$ cat src/rtl/uart_music_pkg.sv
// Shared definitions for the music-player UART controller.
//   state_e            : controller state encoding
//   SIZE_MUSIC_MAX_DEF : note bytes in one table load
//   ACK_BYTE_DEF       : byte sent on load completion / picture switch
//   RELOAD_BYTE_DEF    : RX byte that restarts loading while playing
package uart_music_pkg;

    typedef enum logic [1:0] {
        ST_LOAD     = 2'd0,
        ST_WAIT_ACK = 2'd1,
        ST_PLAY     = 2'd2
    } state_e;

    localparam int         SIZE_MUSIC_MAX_DEF = 83;
    localparam logic [7:0] ACK_BYTE_DEF       = 8'd66;
    localparam logic [7:0] RELOAD_BYTE_DEF    = 8'd82;

endpackage

$ cat src/rtl/uart_tx_arb.sv
// Arbiter for the single UART TX channel.
//   clk_i, rst_ni       : clock, async active-low reset
//   ack_req_i           : one-cycle request for the load-complete ACK
//   sw_req_i            : one-cycle request for a picture switch
//   tx_data_valid_o     : one-cycle strobe to uart_bus
//   tx_data_in_o        : byte sent with the strobe (holds between strobes)
//   ack_issued_o        : combinational; high on the cycle the ACK is chosen,
//                         which is the cycle before tx_data_valid_o rises
module uart_tx_arb #(
    parameter int         TX_GAP   = 1042,
    parameter logic [7:0] ACK_BYTE = 8'd66
) (
    input  logic       clk_i,
    input  logic       rst_ni,
    input  logic       ack_req_i,
    input  logic       sw_req_i,
    output logic       tx_data_valid_o,
    output logic [7:0] tx_data_in_o,
    output logic       ack_issued_o
);

    localparam int GAP_W = $clog2(TX_GAP + 1);

    logic             ack_pend_q, ack_pend_d;
    logic             sw_pend_q,  sw_pend_d;
    logic [GAP_W-1:0] gap_q,      gap_d;
    logic             tx_valid_q, tx_valid_d;
    logic [7:0]       tx_data_q,  tx_data_d;
    logic             issue, issue_ack, issue_sw;

    always_comb begin
        issue     = (gap_q == '0) && (ack_pend_q || sw_pend_q);
        issue_ack = issue && ack_pend_q;
        issue_sw  = issue && !ack_pend_q;

        // A request arriving on the issue cycle survives the clear.
        ack_pend_d = (ack_pend_q && !issue_ack) || ack_req_i;
        sw_pend_d  = (sw_pend_q  && !issue_sw)  || sw_req_i;

        gap_d = gap_q;
        if (issue) begin
            gap_d = GAP_W'(TX_GAP - 1);
        end else if (gap_q != '0) begin
            gap_d = gap_q - GAP_W'(1);
        end

        tx_valid_d = issue;
        tx_data_d  = issue ? ACK_BYTE : tx_data_q;
    end

    always_ff @(posedge clk_i or negedge rst_ni) begin
        if (!rst_ni) begin
            ack_pend_q <= 1'b0;
            sw_pend_q  <= 1'b0;
            gap_q      <= '0;
            tx_valid_q <= 1'b0;
            tx_data_q  <= 8'd0;
        end else begin
            ack_pend_q <= ack_pend_d;
            sw_pend_q  <= sw_pend_d;
            gap_q      <= gap_d;
            tx_valid_q <= tx_valid_d;
            tx_data_q  <= tx_data_d;
        end
    end

    assign tx_data_valid_o = tx_valid_q;
    assign tx_data_in_o    = tx_data_q;
    assign ack_issued_o    = issue_ack;

endmodule

$ cat src/rtl/uart_music_ctrl.sv
// Music-player UART sequencer: loads a note table from RX into note RAM,
// acknowledges on TX, then enables playback until a reload byte arrives.
//   clk_i, rst_ni        : clock, async active-low reset
//   rx_data_valid_i/out_i: received byte strobe and data from uart_bus
//   sw_req_i             : picture-switch request level (rising edge = 1 req)
//   tx_data_valid_o/in_o : transmit strobe and byte to uart_bus
//   wr_en_o/addr_o/data_o: note RAM write port (1 cycle after RX strobe)
//   play_en_o            : high while playing
//   load_done_o          : pulse on entry to PLAY
//   fmt_err_o            : sticky, a loaded byte had bits above NOTE_W set
//
// state    | meaning
// ---------+-----------------------------------------------------------
// LOAD     | writing RX bytes to note RAM at index, index 0..SIZE-1
// WAIT_ACK | table full, RX ignored, waiting for the ACK to go out
// PLAY     | player enabled, only RELOAD_BYTE is acted on
module uart_music_ctrl
    import uart_music_pkg::*;
#(
    parameter int         SIZE_MUSIC_MAX = SIZE_MUSIC_MAX_DEF,
    parameter int         ADDR_W         = 8,
    parameter int         NOTE_W         = 5,
    parameter logic [7:0] ACK_BYTE       = ACK_BYTE_DEF,
    parameter logic [7:0] RELOAD_BYTE    = RELOAD_BYTE_DEF,
    parameter int         TX_GAP         = 1042
) (
    input  logic              clk_i,
    input  logic              rst_ni,
    input  logic              rx_data_valid_i,
    input  logic [7:0]        rx_data_out_i,
    input  logic              sw_req_i,
    output logic              tx_data_valid_o,
    output logic [7:0]        tx_data_in_o,
    output logic              wr_en_o,
    output logic [ADDR_W-1:0] wr_addr_o,
    output logic [NOTE_W-1:0] wr_data_o,
    output logic              play_en_o,
    output logic              load_done_o,
    output logic              fmt_err_o
);

    localparam logic [ADDR_W-1:0] LAST_IDX = ADDR_W'(SIZE_MUSIC_MAX - 1);

    state_e            state_q,     state_d;
    logic [ADDR_W-1:0] index_q,     index_d;
    logic              wr_en_q,     wr_en_d;
    logic [ADDR_W-1:0] wr_addr_q,   wr_addr_d;
    logic [NOTE_W-1:0] wr_data_q,   wr_data_d;
    logic              fmt_err_q,   fmt_err_d;
    logic              load_done_q, load_done_d;
    logic              sw_q;
    logic              ack_req, sw_rise, ack_issued;

    assign sw_rise = sw_req_i && !sw_q;

    always_comb begin
        state_d     = state_q;
        index_d     = index_q;
        wr_en_d     = 1'b0;
        wr_addr_d   = wr_addr_q;
        wr_data_d   = wr_data_q;
        fmt_err_d   = fmt_err_q;
        load_done_d = 1'b0;
        ack_req     = 1'b0;

        unique case (state_q)
            ST_LOAD: begin
                if (rx_data_valid_i) begin
                    wr_en_d   = 1'b1;
                    wr_addr_d = index_q;
                    wr_data_d = rx_data_out_i[NOTE_W-1:0];
                    if (rx_data_out_i[7:NOTE_W] != '0) begin
                        fmt_err_d = 1'b1;
                    end
                    if (index_q == LAST_IDX) begin
                        index_d = '0;
                        ack_req = 1'b1;
                        state_d = ST_WAIT_ACK;
                    end else begin
                        index_d = index_q + ADDR_W'(1);
                    end
                end
            end
            ST_WAIT_ACK: begin
                // Registered with tx_data_valid, so both rise together.
                if (ack_issued) begin
                    state_d     = ST_PLAY;
                    load_done_d = 1'b1;
                end
            end
            ST_PLAY: begin
                if (rx_data_valid_i && (rx_data_out_i == RELOAD_BYTE)) begin
                    state_d   = ST_LOAD;
                    index_d   = '0;
                    fmt_err_d = 1'b0;
                end
            end
            default: begin
                state_d = ST_LOAD;
                index_d = '0;
            end
        endcase
    end

    always_ff @(posedge clk_i or negedge rst_ni) begin
        if (!rst_ni) begin
            state_q     <= ST_LOAD;
            index_q     <= '0;
            wr_en_q     <= 1'b0;
            wr_addr_q   <= '0;
            wr_data_q   <= '0;
            fmt_err_q   <= 1'b0;
            load_done_q <= 1'b0;
            sw_q        <= 1'b0;
        end else begin
            state_q     <= state_d;
            index_q     <= index_d;
            wr_en_q     <= wr_en_d;
            wr_addr_q   <= wr_addr_d;
            wr_data_q   <= wr_data_d;
            fmt_err_q   <= fmt_err_d;
            load_done_q <= load_done_d;
            sw_q        <= sw_req_i;
        end
    end

    uart_tx_arb #(
        .TX_GAP   (TX_GAP),
        .ACK_BYTE (ACK_BYTE)
    ) u_tx_arb (
        .clk_i           (clk_i),
        .rst_ni          (rst_ni),
        .ack_req_i       (ack_req),
        .sw_req_i        (sw_rise),
        .tx_data_valid_o (tx_data_valid_o),
        .tx_data_in_o    (tx_data_in_o),
        .ack_issued_o    (ack_issued)
    );

    assign wr_en_o     = wr_en_q;
    assign wr_addr_o   = wr_addr_q;
    assign wr_data_o   = wr_data_q;
    assign play_en_o   = (state_q == ST_PLAY);
    assign load_done_o = load_done_q;
    assign fmt_err_o   = fmt_err_q;

endmodule

$ cat config.mk
export PLATFORM = sky130hd
export DESIGN_NAME = uart_music_ctrl
export DESIGN_NICKNAME = d
export VERILOG_FILES = /design/src/rtl/uart_music_pkg.sv /design/src/rtl/uart_tx_arb.sv /design/src/rtl/uart_music_ctrl.sv
export SDC_FILE = /design/constraint.sdc
export NUM_CORES = 1
export LEC_CHECK = 0
export ABC_AREA = 1
export CAP_MARGIN = 20
export CORE_ASPECT_RATIO = 0.9
export CORE_UTILIZATION = 60
export CTS_CLUSTER_DIAMETER = 50
export CTS_CLUSTER_SIZE = 8
export DETAILED_ROUTE_END_ITERATION = 8
export DONT_BUFFER_PORTS = 1
export GPL_ROUTABILITY_DRIVEN = 0
export PLACE_DENSITY = 0.76
export SYNTH_ARGS = -nofsm -noshare
export SYNTH_HDL_FRONTEND = slang
export SYNTH_SLANG_ARGS = --single-unit
$ cat constraint.sdc
create_clock -name clk_i -period 3 [get_ports clk_i]
set_input_delay 0.9 -clock clk_i [delete_from_list [all_inputs] [get_ports clk_i]]
set_output_delay 0.9 -clock clk_i [all_outputs]
set_load 0.1 [all_outputs]
==> summary.md, run 1 <==
| Metric | Value |
|---|---|
| Run status | `completed` |
| Remaining Overflow, GRT | `0` |
| Unrepaired setup endpoints after global routing | `false` |
| Area of the multi-input gates | `967 um2` |
| Switching power total | `658 uW` |
| DR vias/cell | `5.20` |
| Overall die height | `60.1 um` |
| Max-slew headroom | `37.1%` |
| Fmax achieved | `434 MHz` |
| Pre-Repair DR Iteration Count | `4` |
| Mapped Area | `2250 um2` |
| FF-to-FF path depth | `7` |
| Routed len/inst | `12.6 um` |
| Storage element area | `1050 um2` |
| Clk slew on worst S/H paths | `0.08 ns` |
| Area delta synth->final | `3.73%` |
| Critical Path End Type | `output port` |
| Top cell type's share of synthesized area | `46.8%` |
| First-pass GRT wire length | `6550 um` |
| Final Cell Area | `2330 um2` |
| CP max FO | `5` |
| CTS Root Cell | `clkbuf_8` |
| Postcts setup bufs | `0` |
| Mapped Cells | `273` |
| Sw Ratio | `42.6%` |
| Share of layout cells above drive strength 1 | `15.2%` |
| Worst path max stage delay | `0.54 ns` |
| Post-synth EDFFs | `0` |
| Fin. Hold Viols | `0` |
| Sequential power share | `62.4%` |
| Count of cell types in the netlist | `31` |
| CTS max path bufs | `2` |
| Clk Latency, worst-skew pair | `0.29 ns` |
| Initial Utilization | `64.6%` |
| Overall die area | `3990 um2` |
| CP max-delay cell | `nor2_4` |
| WP data required | `2.10 ns` |
| TritonCTS Sinks | `42` |
| Combinational share of power | `13.3%` |
| Placed Cells | `312` |
| CORE AREA | `3480 um2` |
| Mean Syn Cell Area | `8.23 um2` |
| Cell Chain, Critical Path | `inv_2 > nor2_4` |
| H-tree levels | `2` |
| Max Slew Vio Count | `0` |
| Critical path arrival | `1.41 ns` |
| Final Non-Filler Cells | `320` |
| Synth top area cells | `dfrtp_1, nand2_1, inv_1` |
| Dpl ws | `1.02 ns` |
| Nets | `291` |
| HPWL reported at the end of detailed placement | `2930 um` |
| # rows | `20` |
| Global routing usage on met1 | `31.4%` |
| I/O Buffers | `0` |
| Hold WC Path Type | `in2async` |
| Drc violations | `0` |
| Most Crowded Layer GR | `met2` |
| Critical R2R Launch | `state_q[1]` |
| Die Wd | `66.5 um` |
| FF-to-FF End | `index_q[6]` |
| ANT nets after route | `0` |
| Initial antenna violation count | `0` |
| Clock share of power | `24.3%` |
| # diodes | `0` |
| Post-route setup slack | `0.693 ns` |
| Met2 Track Usage GR | `33.5%` |
| Met3 GRT Util | `6.11%` |
| Fillers | `290` |
| Final Critical Period | `2.31 ns` |
| Max Cap Violations | `0` |
| Io pins | `38` |
| Worst Setup Start Kind | `flip-flop` |
| Least-Margin Pin Slew | `0.944 ns` |
| TritonCTS clock tree | `built` |
| VDD IR max | `0.000443 V` |
| Routed WL | `4020 um` |
| Setup_tns | `0 ns` |
| CP Class | `reg2out` |
| Leak pwr | `0.00121 uW` |
| Primary FF master, synth | `dfrtp_1` |
| Flop-to-flop setup slack | `1.26 ns` |
| Iter 0 DRT Violations | `144` |
| Cell Area, Placed | `2240 um2` |
| Via count of the routed design | `1663` |
| # hold bufs at CTS | `0` |
| Final Cycle Share | `76.9%` |
| Vias in the first global route | `1459` |
| CTS resizes | `0` |
| YS warnings | `0` |
| Pin count of the biggest net entering global routing | `43` |
| Internal power | `886 uW` |
| Synth area leader | `dfrtp_1` |
| Synth async-reset ratio | `100%` |
| Setup violators final | `0` |
| Final Skew | `0.00745 ns` |
| Sequential fraction of the synthesis area | `46.8%` |
| Gr usage total | `22.7%` |
| Cell Pwr Density | `662 nW/um2` |
| #FFs+latches synth | `42` |
| TritonCTS buffer count | `5` |
## Yosys cell counts, types with 5 or more instances
cell type,instances
nand2_1,58
dfrtp_1,42
inv_1,38
nor2_1,28
nand3_1,22
o21ai_1,12
nand2_2,10
buf_4,7
nand4_1,7
inv_2,6
o21ai_0,5
o21ai_2,5
## worst max-delay path by stage
stage	slack, ns	endpoint	from	cells past startpoint
final	0.69	play_en_o	state_q[1]	2
after global routing	0.64	play_en_o	state_q[1]	2
after CTS	0.68	play_en_o	state_q[1]	2
after detailed placement	1.02	play_en_o	state_q[1]	2
after global placement	1.04	play_en_o	state_q[1]	2
after floorplan	0.77	tx_data_in_o[6]	u_tx_arb.tx_data_in_o[1]	1
## area by class of cell
cell class | instances | share of cell area (%)
Sequential cell | 42 | 45.1
Multi-Input combinational cell | 182 | 41.5
Inverter | 44 | 7.09
Clock buffer | 7 | 3.70
Tap cell | 44 | 2.36
Clock inverter | 1 | 0.215
## metrics by stage
stage          utilization (%)  total power, uW  hold slack, ns
3_3_place_gp              64.4             1170           0.395
5_1_grt                   67.0             1610           0.274
4_1_cts                   67.0             1550           0.284
6_report                  67.0             1540           0.291
3_5_place_dp              64.4             1180           0.406
2_1_floorplan                -             1140           0.392
## registers in the layout, indices dropped and copies added, names as in the netlist
| register | count |
|---|---|
| fmt_err_o | 1 |
| index_q | 8 |
| load_done_o | 1 |
| state_q | 2 |
| sw_q | 1 |
| u_tx_arb.ack_pend_q | 1 |
| u_tx_arb.gap_q | 11 |
| u_tx_arb.sw_pend_q | 1 |
| u_tx_arb.tx_data_in_o | 1 |
| u_tx_arb.tx_data_valid_o | 1 |
| wr_addr_o | 8 |
| wr_data_o | 5 |
| wr_en_o | 1 |
## cell usage in the layout (no fill, tap or decap)
| master | netlist | layout |
|---|---|---|
| nand2_1 | 58 | 58 |
| dfrtp_1 | 42 | 41 |
| inv_1 | 38 | 38 |
| nor2_1 | 28 | 28 |
| nand3_1 | 22 | 22 |
| o21ai_1 | 12 | 12 |
| nand2_2 | 10 | 10 |
| nand4_1 | 7 | 7 |
| inv_2 | 6 | 6 |
| conb_1 | 1 | 6 |
| clkbuf_8 | 0 | 6 |
| o21ai_0 | 5 | 5 |
| o21ai_2 | 5 | 5 |
| nor2_4 | 4 | 4 |
| xor2_1 | 4 | 4 |
| ha_1 | 4 | 4 |
| nor2_2 | 3 | 3 |
| o22ai_1 | 2 | 2 |
| o21bai_1 | 2 | 2 |
| nand3_2 | 1 | 1 |
| nor2_8 | 1 | 1 |
| nand4_2 | 1 | 1 |
| a21oi_1 | 1 | 1 |
| nor3_1 | 1 | 1 |
| nand2_4 | 1 | 1 |
| nand3_4 | 1 | 1 |
| and3_1 | 1 | 1 |
| or2_1 | 1 | 1 |
| or2_2 | 1 | 1 |
| clkinv_2 | 0 | 1 |
| clkbuf_1 | 0 | 1 |
| dfrtp_2 | 0 | 1 |
## power groups by stage
stage / logic, uW / registers, uW / clock network, uW
after detailed placement: 204 / 973 / 0
after CTS: 207 / 963 / 384
after global routing: 231 / 971 / 406
after global placement: 201 / 972 / 0
final: 206 / 963 / 375
after floorplan: 189 / 955 / 0
## worst max-delay path, delay by kind of cell, from the launching register on
| family | cells | cell delay, ns |
|---|---|---|
| flops | 1 | 0.48 |
| buf+inv | 1 | 0.09 |
| simple gates | 1 | 0.54 |
## per-layer routing
layer / up-vias / share of wire (%)
li1: 842 / -
met2: 56 / 42
met3: 5 / 6.5
met4: 0 / 1.4
met5: - / 0
met1: 760 / 50
## kinds of logic (layout without fill, tap and decap cells)
| kind of cell | after synthesis | after routing | share of synthesized area, % |
|---|---|---|---|
| compound gates | 27 | 27 | 7.18 |
| flops | 42 | 42 | 46.8 |
| xor+xnor | 4 | 4 | 1.56 |
| fa+ha+maj | 4 | 4 | 2.23 |
| other cells | 1 | 6 | 0.167 |
| buf+inv | 54 | 52 | 11.0 |
| simple gates | 141 | 141 | 31.1 |
(Power assumes the default switching activity.)
==> run 2: changes to the inputs <==
clock period = 2.2 ns   (was 3 ns; I/O delays follow)
==> run 2 against run 1 <==
Net effect:
- largest power group unchanged
- critical endpoint is now tx_data_in_o[1]
- wire length increased by 7.6%
- sequential cell count unchanged
- critical path type unchanged
- sequential share of layout area decreased by 2.7 points
==> summary.md, run 2 (synthesized netlist as in run 1, its figures left out) <==
| Metric | Value |
|---|---|
| Final Skew | `0.00735 ns (-0.000102 ns)` |
| Max Slew Vio Count | `0 (unchanged)` |
| Run status | `completed` |
| Fin. Hold Viols | `0 (unchanged)` |
| CORE AREA | `3480 um2 (unchanged)` |
| # diodes | `0 (unchanged)` |
| Remaining Overflow, GRT | `0 (unchanged)` |
| # hold bufs at CTS | `0 (unchanged)` |
| CTS resizes | `0 (unchanged)` |
| Final Cell Area | `2480 um2 (+6.4%)` |
| Combinational share of power | `32.0% (+19 points)` |
| FF-to-FF path depth | `9 (+2)` |
| Clock share of power | `26.4% (+2.1 points)` |
| Critical R2R Launch | `u_tx_arb.gap_q[0]` |
| Most frequent cells in the layout | `nand2_1, dfrtp_1, inv_1` |
| WP data required | `1.54 ns (-0.56 ns)` |
| Fillers | `292 (+0.69%)` |
| HPWL reported at the end of detailed placement | `3110 um (+6.0%)` |
| Setup violators final | `0 (unchanged)` |
| Postcts setup bufs | `0 (unchanged)` |
| Setup_tns | `0 ns (unchanged)` |
| Max Cap Violations | `0 (unchanged)` |
| Max-slew headroom | `37.1% (about the same)` |
| Internal power | `1360 uW (+54%)` |
| H-tree levels | `2 (unchanged)` |
| Routed WL | `4330 um (+7.6%)` |
| Clk slew on worst S/H paths | `0.08 ns (about the same)` |
| Critical path arrival | `1.29 ns (-0.12 ns)` |
| Overall die height | `60.1 um (unchanged)` |
| DR vias/cell | `5.08 (-2.2%)` |
| Leak pwr | `0.00131 uW (+7.9%)` |
| Drc violations | `0 (unchanged)` |
| Initial Utilization | `64.6% (unchanged)` |
| Overall die area | `3990 um2 (unchanged)` |
| CP Class | `reg2out` |
| Global routing usage on met1 | `35.2% (+3.8 points)` |
| Met2 Track Usage GR | `37.9% (+4.4 points)` |
| TritonCTS buffer count | `5 (unchanged)` |
| Share of layout cells above drive strength 1 | `20.1% (+4.9 points)` |
| Least-Margin Pin Slew | `0.943 ns (-0.000364 ns)` |
| Sw Ratio | `40.3% (-2.4 points)` |
| Via count of the routed design | `1718 (+3.3%)` |
| CTS max path bufs | `2 (unchanged)` |
| Unrepaired setup endpoints after global routing | `false` |
| CP max FO | `3 (-2)` |
| Clk Latency, worst-skew pair | `0.30 ns (about the same)` |
| Gr usage total | `25.4% (+2.8 points)` |
| # rows | `20 (unchanged)` |
| Hold WC Path Type | `in2async` |
| Area delta synth->final | `10.4%` |
| Pin count of the biggest net entering global routing | `43 (unchanged)` |
| ANT nets after route | `0 (unchanged)` |
| TritonCTS clock tree | `built` |
| Post-Route Utilization | `71.3% (+4.3 points)` |
| Worst Setup Start Kind | `flip-flop` |
| Commonest non-fill, non-tap cell in the layout | `nand2_1` |
| Sequential power share | `41.6% (-21 points)` |
| Biggest register | `u_tx_arb.gap_q` |
| Area of the multi-input gates | `967 um2 (unchanged)` |
| Final Critical Period | `1.95 ns` |
| First-pass GRT wire length | `7270 um (+11%)` |
| Io pins | `38 (unchanged)` |
| I/O Buffers | `0 (unchanged)` |
| Post-route setup slack | `0.247 ns (-0.446 ns)` |
| Vias in the first global route | `1596 (+9.4%)` |
| Routed len/inst | `12.8 um (+1.9%)` |
| Final Cycle Share | `88.8%` |
| TritonCTS Sinks | `42 (unchanged)` |
| Switching power total | `919 uW (+40%)` |
| FF-to-FF End | `u_tx_arb.sw_pend_q` |
| Cell Area, Placed | `2370 um2 (+6.0%)` |
| Dpl ws | `0.565 ns (-0.451 ns)` |
| Pre-Repair DR Iteration Count | `4 (unchanged)` |
| Most Crowded Layer GR | `met2` |
| Flop-to-flop setup slack | `0.61 ns (-0.65 ns)` |
| Fmax achieved | `512 MHz` |
| Die Wd | `66.5 um (unchanged)` |
| Critical Path End Type | `output port` |
| Nets | `309 (+6.2%)` |
| Number of flip-flops in the largest register | `11 (unchanged)` |
| Initial antenna violation count | `0 (unchanged)` |
| Pwr Total | `2280 uW (+48%)` |
| Iter 0 DRT Violations | `103 (-28%)` |
| VDD IR max | `0.000719 V (+62%)` |
| Storage element area | `1050 um2 (unchanged)` |
| CTS Root Cell | `clkbuf_8` |
| Cell Pwr Density | `920 nW/um2 (+39%)` |
| Met3 GRT Util | `6.11% (unchanged)` |
==> run 2: how the worst max path moves through the flow <==
stage                                   from         endpoint  slack (ns)  cells past startpoint
floorplan           u_tx_arb.tx_data_in_o[1]  tx_data_in_o[6]        0.21                      1
global placement    u_tx_arb.tx_data_in_o[1]  tx_data_in_o[6]        0.57                      0
detailed placement  u_tx_arb.tx_data_in_o[1]  tx_data_in_o[6]        0.57                      0
CTS                 u_tx_arb.tx_data_in_o[1]  tx_data_in_o[6]        0.24                      0
global route        u_tx_arb.tx_data_in_o[1]  tx_data_in_o[1]        0.21                      0
finish              u_tx_arb.tx_data_in_o[1]  tx_data_in_o[1]        0.25                      0
==> run 2: layout make-up <==
| class | instances | area share, % |
|---|---|---|
| Tap cell | 44 | 2.22 |
| Sequential cell | 42 | 42.4 |
| Inverter | 44 | 6.66 |
| Clock inverter | 1 | 1.21 |
| Clock buffer | 7 | 3.08 |
| Timing Repair Buffer | 18 | 5.45 |
| Multi-Input combinational cell | 182 | 39.0 |
==> run 2: metal layers <==
| metal | routed length (um) | part of all wire (%) |
|---|---|---|
| met5 | 0 | 0 |
| met4 | 95 | 2.2 |
| met3 | 251 | 5.8 |
| met2 | 1820 | 42 |
| met1 | 2160 | 50 |
==> run 2: metrics by stage <==
step                hold slack, ns  instances
floorplan                    0.364        278
global placement             0.365        330
detailed placement           0.366        330
CTS                         0.0406        338
global route                0.0329        338
finish                      0.0448        338
==> run 2: power groups by stage <==
stage | clock network [uW] | registers, uW | logic (uW)
final | 602 | 949 | 731
after floorplan | 0 | 1300 | 258
after detailed placement | 0 | 963 | 725
after global routing | 639 | 961 | 773
after CTS | 610 | 948 | 734
after global placement | 0 | 959 | 716
